$ cat src/rtl/slice_cfg_pkg.sv
// rtl/slice_cfg_pkg.sv - shared constants and FSM state type for the slice config loader
package slice_cfg_pkg;

  localparam int SLICE_CHAIN_LEN = 144;
  localparam int CFG_WORD_W      = 32;

  typedef enum logic [2:0] {
    IDLE,
    LOAD,
    SHIFT,
    COMMIT,
    DONE
  } cfg_state_e;

endpackage

$ cat src/rtl/cfg_piso.sv
// rtl/cfg_piso.sv - parallel-in/serial-out word register with a bits-left count
module cfg_piso #(
  parameter int WORD_W = 32,
  parameter int BL_W   = $clog2(WORD_W + 1)
) (
  input  logic              clk,
  input  logic              rst,
  input  logic              load,
  input  logic              shift,
  input  logic [WORD_W-1:0] load_data,
  input  logic [BL_W-1:0]   load_bits,
  output logic              sbit,
  output logic [BL_W-1:0]   bits_left
);

  logic [WORD_W-1:0] sreg;

  always_ff @(posedge clk) begin
    if (rst) begin
      sreg      <= '0;
      bits_left <= '0;
    end else if (load) begin
      sreg      <= load_data;
      bits_left <= load_bits;
    end else if (shift && (bits_left != '0)) begin
      sreg      <= sreg >> 1;
      bits_left <= bits_left - BL_W'(1);
    end
  end

  assign sbit = sreg[0];

endmodule

$ cat src/rtl/slice_cfg_loader.sv
// rtl/slice_cfg_loader.sv - streams bitstream words LSB-first into one slice config chain
module slice_cfg_loader
  import slice_cfg_pkg::*;
#(
  parameter int CHAIN_LEN = SLICE_CHAIN_LEN,
  parameter int WORD_W    = CFG_WORD_W
) (
  input  logic              clk,
  input  logic              rst,
  input  logic              start,
  input  logic [WORD_W-1:0] in_data,
  input  logic              in_valid,
  output logic              in_ready,
  output logic              cfg_cen,
  output logic              cfg_shift,
  output logic              cfg_set,
  output logic              busy,
  output logic              done
);

  localparam int CNT_W = $clog2(CHAIN_LEN + 1);
  localparam int BL_W  = $clog2(WORD_W + 1);

  cfg_state_e       state, state_next;
  logic [CNT_W-1:0] bitcnt, bitcnt_next;
  logic [CNT_W-1:0] remaining;
  logic [31:0]      remaining_wide;
  logic [BL_W-1:0]  load_bits;
  logic [BL_W-1:0]  bits_left;
  logic             sbit;
  logic             piso_load;
  logic             piso_shift;

  // The final word only contributes the bits still missing from the chain.
  assign remaining      = CNT_W'(CHAIN_LEN) - bitcnt;
  assign remaining_wide = 32'(remaining);
  assign load_bits      = (remaining_wide >= 32'(WORD_W)) ? BL_W'(WORD_W) : BL_W'(remaining_wide);

  cfg_piso #(
    .WORD_W (WORD_W),
    .BL_W   (BL_W)
  ) u_piso (
    .clk       (clk),
    .rst       (rst),
    .load      (piso_load),
    .shift     (piso_shift),
    .load_data (in_data),
    .load_bits (load_bits),
    .sbit      (sbit),
    .bits_left (bits_left)
  );

  always_ff @(posedge clk) begin
    if (rst) begin
      state  <= IDLE;
      bitcnt <= '0;
    end else begin
      state  <= state_next;
      bitcnt <= bitcnt_next;
    end
  end

  // Outputs decode only registered state and the PISO LSB, so they move on clock edges.
  always_comb begin
    state_next  = state;
    bitcnt_next = bitcnt;
    in_ready    = 1'b0;
    cfg_cen     = 1'b0;
    cfg_shift   = 1'b0;
    cfg_set     = 1'b0;
    busy        = 1'b0;
    done        = 1'b0;
    piso_load   = 1'b0;
    piso_shift  = 1'b0;
    case (state)
      IDLE: begin
        if (start) begin
          state_next  = LOAD;
          bitcnt_next = '0;
        end
      end
      LOAD: begin
        busy     = 1'b1;
        in_ready = 1'b1;
        if (in_valid) begin
          piso_load  = 1'b1;
          state_next = SHIFT;
        end
      end
      SHIFT: begin
        busy        = 1'b1;
        cfg_cen     = 1'b1;
        cfg_shift   = sbit;
        piso_shift  = 1'b1;
        bitcnt_next = bitcnt + CNT_W'(1);
        if (bitcnt_next == CNT_W'(CHAIN_LEN)) begin
          state_next = COMMIT;
        end else if (bits_left == BL_W'(1)) begin
          state_next = LOAD;
        end
      end
      COMMIT: begin
        busy       = 1'b1;
        cfg_set    = 1'b1;
        state_next = DONE;
      end
      DONE: begin
        done        = 1'b1;
        bitcnt_next = '0;
        state_next  = IDLE;
      end
      default: state_next = IDLE;
    endcase
  end

endmodule

$ cat config.mk
export PLATFORM = sky130hd
export DESIGN_NAME = slice_cfg_loader
export DESIGN_NICKNAME = d
export VERILOG_FILES = /design/src/rtl/slice_cfg_pkg.sv /design/src/rtl/cfg_piso.sv /design/src/rtl/slice_cfg_loader.sv
export SDC_FILE = /design/constraint.sdc
export NUM_CORES = 1
export LEC_CHECK = 0
export ABC_AREA = 1
export BUFFER_PORTS_ARGS = -buffer_cell sky130_fd_sc_hd__buf_2
export CORE_UTILIZATION = 45
export DETAILED_ROUTE_END_ITERATION = 7
export PLACE_DENSITY = 0.66
export SYNTH_ARGS = -nofsm -noshare
export SYNTH_HDL_FRONTEND = slang
export SYNTH_SLANG_ARGS = --single-unit
$ cat constraint.sdc
create_clock -name clk -period 1.95 [get_ports clk]
set_input_delay 0.4875 -clock clk [delete_from_list [all_inputs] [get_ports clk]]
set_output_delay 0.4875 -clock clk [all_outputs]
set_load 0.05 [all_outputs]
# After elaboration in Yosys (flattened, before gate mapping)
# Cells that the tools add are included.
classes:
  div: 0
  n_mux: 20
  n_mul: 0
  reduce_logical: 8
  bitwise: 0
  addsub: 3
  shift: 0
  eq_ne: 9
  magnitude_cmp: 1
op_table:
  columns: ["operator", "n"]
  rows:
  - ["32-bit two-way mux", 2]
  - ["8-bit one-hot mux with 3 select lines", 1]
  - ["6-bit two-way mux", 3]
  - ["3-bit two-way mux", 4]
  - ["3-bit one-hot mux with 4 select lines", 1]
  - ["8-bit by 1-bit adder with 8-bit output (second input constant)", 1]
  - ["8-bit equality test (second input constant)", 1]
  - ["8-bit by 6-bit greater-or-equal comparator with 1-bit output (second input constant)", 1]
  - ["1-bit two-way mux", 8]
  - ["8-bit two-way mux", 1]
  - ["8-bit subtractor (first input constant)", 1]
  - ["3-bit by 2-bit equality test with 1-bit output (second input constant)", 2]
  - ["6-bit by 1-bit equality test with 1-bit output (second input constant)", 1]
  - ["6-bit nonzero test", 1]
  - ["6-bit by 1-bit subtractor with 6-bit output (second input constant)", 1]
  - ["2-bit != test (second input constant)", 2]
  - ["3-bit by 1-bit equality test with 1-bit output (second input constant)", 1]
  - ["3-bit equality test (second input constant)", 1]
  - ["3-bit logical NOT", 1]
  - ["3-bit != test (second input constant)", 1]
  - ["3-bit AND reduction", 1]
  - ["3-bit nonzero test", 1]
  - ["3-bit OR reduction", 1]
  - ["2-bit AND reduction", 1]
  - ["other kinds (2)", 2]
totals:
  in_bits: 36
  output_inout_bits: 6
  n_memories: 0
  rom_bits: 0
  latchBits: 0
  word_cells: 45
  reg_bits: 49
  ram_bits: 0

# Longest topological paths before layout
depth:
  ltp_word: 5
  mapped_depth: 12

# Modules after synthesis
# A second synthesis with hierarchy kept.
hier_totals:
  cells_unflattened: 380
  hier_area_um2: 2897.8
modules_own_cells:
  columns: ["module", "area_per_inst_um2", "cells_per_inst", "seq_area_each_um2", "n_inst"]
  rows:
  - ["cfg_piso", 1995.7, 242, 760.7, 1]
  - ["slice_cfg_loader", 902.1, 138, 220.2, 1]

# Worst setup path after synthesis
# OpenSTA, ideal clock, no wires.
synth_path:
  path_kind: "reg2out"
  from: "register state[2]"
  to: "output cfg_shift"
  arrival_time_ns: 1.735
  stages_incl_launch_ff: 7
  slack_ns: -0.273
  t_required_ns: 1.462
  n_path_buf: 1
  path_cell_list: "dfxtp_1 -> inv_2 -> nand2_2 -> nor2_2 -> buf_2 -> inv_1 -> nor2_1"
synth_between:
  elab_chain_cells: 2
synth_rtl:
  columns: ["element", "line", "source"]
  rows:
  - ["start, declared", "slice_cfg_loader.sv:24", "cfg_state_e state, state_next;"]
  - ["start signal, assigned", "slice_cfg_loader.sv:58", "state <= state_next;"]
  - ["3-bit by 2-bit equality test with 1-bit output", "slice_cfg_loader.sv:75", "case (state)"]
  - ["1-bit two-way mux", "slice_cfg_loader.sv:75", null]
  - ["end, declared", "slice_cfg_loader.sv:15", "output logic cfg_shift,"]
# No other way between the ends.

# Final worst setup path
# Same ends and word-level chain as after synthesis.

==> impl_results.md <==
- Outcome: completed
- Starting Density: 47.50%
- Final Wtd Congestion: 0.8944
- Clk_skew: 0.006661 ns
- Mux cell area share after synthesis: 0%
- Die width: 78.94 um
- YS warnings: 0
- Worst skew pair latency: 0.30 ns
- Yosys top cell area share: 36.82%
- Reg clk slew, reported paths: 0.09 ns
- 1st-pass router iterations: 4
- Switch Pwr: 1.771 mW
- RSZ-0062 raised after global routing: no
- # nets final: 441
- Total Wirelength: 5791 um
- # hold bufs at CTS: 0
- Hpwl dp: 4086 um
- Wirelength per Cell: 12.24 um
- Crit end category: output pin
- EDFF count, synth: 0
- FMAX: 536.4 MHz
- Fraction of final layout cells sized beyond drive strength 1: 22.94%
- WL met3: 323 um
- Hold Path Class: input port to flip-flop
- Seq cells post-synth: 49
- Clock network power share: 16.3%
- Slew @ Worst Pin: 0.3996 ns
- Port bufs: 41
- Tmin final: 1.864 ns
- Static leakage: 1.164 nW
- Fin. max-slew vios: 0
- Maxcap violations: 0
- Worst Setup Path Type: flip-flop to output pin
- Top Metal Used: met4
- Setup violations, final: 0
- Ys async rst share: 0%
- Wire length of the first global-routing pass: 10,280 um
- Initial antenna violation count: 0
- Sw Ratio: 43.04%
- Hold Violations, Final: 0
- N_diodes: 0
- Dominant synthesized flop cell: dfxtp_1
- TritonCTS Buffers: 5
- Critical path data arrival time: 1.38 ns
- Via count: 2,468
- Avg Cell Area, Syn: 7.278 sq um
- Worst rel slew slack: 73.34%
- Final setup TNS: 0 ns
- Met2 WL post-DR: 2529 um
- Synth Area in XOR/XNOR: 0.6576%
- DR vias/cell: 5.218
- Largest net degree at the start of global routing: 49
- Vias in the first global route: 2,360
- Met1 wire length: 2865 um
- P per Cell Area: 1347 nW/um^2
- Total Routing Usage GR: 20.70%
- WP data required: 1.46 ns
- Synth Instances: 366
- # rows: 27
- Hold Path Depth: 3
- Total congestion overflow: 0
- Io pins: 42
- Largest family of logic cells by synthesized area: simple AND/OR/NAND/NOR gates
- Worst VDD drop: 0.6934 mV
- H-tree depth: 2
- Synth area leader: dfxtp_1
- Ranking of synthesized cells by area: dfxtp_1 (37%), nand2_1 (15%), a311oi_2 (11%)
- Clk root buf: clkbuf_8
- Remaining DRCs: 0
- Sequential share of power: 36.7%
- DRT antenna net count: 0
- Post-synth cell types: 32
- Area growth syn-to-layout: 14.70%
- Synthesized Nets: 407
- Cell Area, Synth: 2664 sq um
- Post-synthesis adder-cell area fraction: 2.349%
- Combinational Power Share: 46.9%
- Critical Path Source Type: flip-flop
- Placed cell count: 465
- Final Cycle Share: 95.60%
- Depth of the most critical reg-to-reg path: 9
- Sequential area share after synthesis: 36.82%
- Cell with the most instances after synthesis: nand2_1
- Layout Cells excl Fill: 473
- Die height: 78.94 um
- Cell internal pwr: 2.344 mW
- CTS tree: yes
- Crit Path Max Fanout: 5
- TritonCTS Sinks: 49
- Starting DRT DRC Count: 192
- Max clock buf depth: 2
- Top post-synthesis cells by count: nand2_1 (109), nor2_1 (55), dfxtp_1 (49)
- Area of the core: 5608 sq um
- Post-Synth Simple-Gate Area: 29.69%
- Complex-gate fraction of the synthesized area: 21.89%
- Total die area: 6232 sq um
## state kept, by name (all words and copies together), names as in the netlist
name / flops
bitcnt: 8
u_piso.sreg: 32
u_piso.bits_left: 6
state: 3
## critical path, cell delays in order, from the launching register on
cell,delay (ns)
dfxtp_1,0.36
inv_2,0.08
nand2_2,0.08
nor2_4,0.15
inv_1,0.13
nor2_4,0.09
buf_4,0.19
## what timing repair did
| action | in CTS | in global routing |
|---|---|---|
| gates resized for setup | 2 | 1 |
| buffers inserted | 0 | 0 |
| endpoints found under the hold margin | 0 | 0 |
| endpoints found under the setup margin | 1 | 1 |
## routing by layer
layer	up-vias	track usage, %
li1	1286	-
met1	1099	27.45
met2	75	33.13
met3	8	4.483
met4	0	7.273
met5	-	0
## cells by family (layout without fill, tap and decap cells)
kind of cell,after synthesis,in the layout
compound gates,64,64
xor+xnor,2,2
fa+ha+maj,5,5
flops,49,49
simple gates,195,195
buf+inv,51,86
## cell usage in the layout (no fill, tap or decap), types with 2 or more instances in the layout
cell       count
buf_4          3
buf_2         40
ha_1           5
a21oi_1       14
nand2_2        4
nor2_4         2
nand3_1       17
a311oi_1      10
nor2_1        54
dfxtp_1       49
inv_1         24
nand4_1        3
nor3_1         3
nand2_1      108
a311oi_2      20
inv_2          7
clkbuf_8       7
o21ai_0       10
o2111ai_1      2
o21ai_1        2
buf_12         3
## power by group through the flow
stage	registers (mW)	clock network (mW)	logic, mW
global placement	1.52	0	1.89
global route	1.56	0.747	2.19
floorplan	1.48	0	1.60
finish	1.51	0.673	1.93
CTS	1.51	0.696	1.93
detailed placement	1.53	0	1.92
## cell type report
cell class / instances / area [sq um]
clock buffers: 7 / 96.34
multi-input cells: 266 / 1469
well taps: 72 / 90.09
fillers: 572 / 2552
inverters: 31 / 116.4
flip-flops and latches: 49 / 980.9
repair buffers: 47 / 294.0
clock inverters: 1 / 8.758
## final timing paths
| path | startpoint | endpoint | slack (ns) |
|---|---|---|---|
| setup / recovery | state[2] | cfg_shift | 0.09 |
| hold / removal | in_data[31] | u_piso.sreg[31] | 0.43 |
| setup reg to reg | state[0] | u_piso.sreg[29] | 0.27 |
| hold reg to reg | u_piso.sreg[31] | u_piso.sreg[31] | 0.48 |
## metrics by stage
step           power, mW  util, %  hold WS [ns]  cell area [sq um]  worst slack [ns]
5_1_grt            4.496    54.48        0.4391               3055          0.002491
6_report           4.115    54.48        0.4320               3055           0.08582
4_1_cts            4.140    54.42        0.4261               3052           0.07438
3_5_place_dp       3.451    52.41        0.4707               2939            0.2683
2_1_floorplan      3.086        -        0.4390               2671           0.06859
3_3_place_gp       3.412    52.41        0.4530               2939            0.2806
No activity file was read; power rests on OpenSTA's default activity.
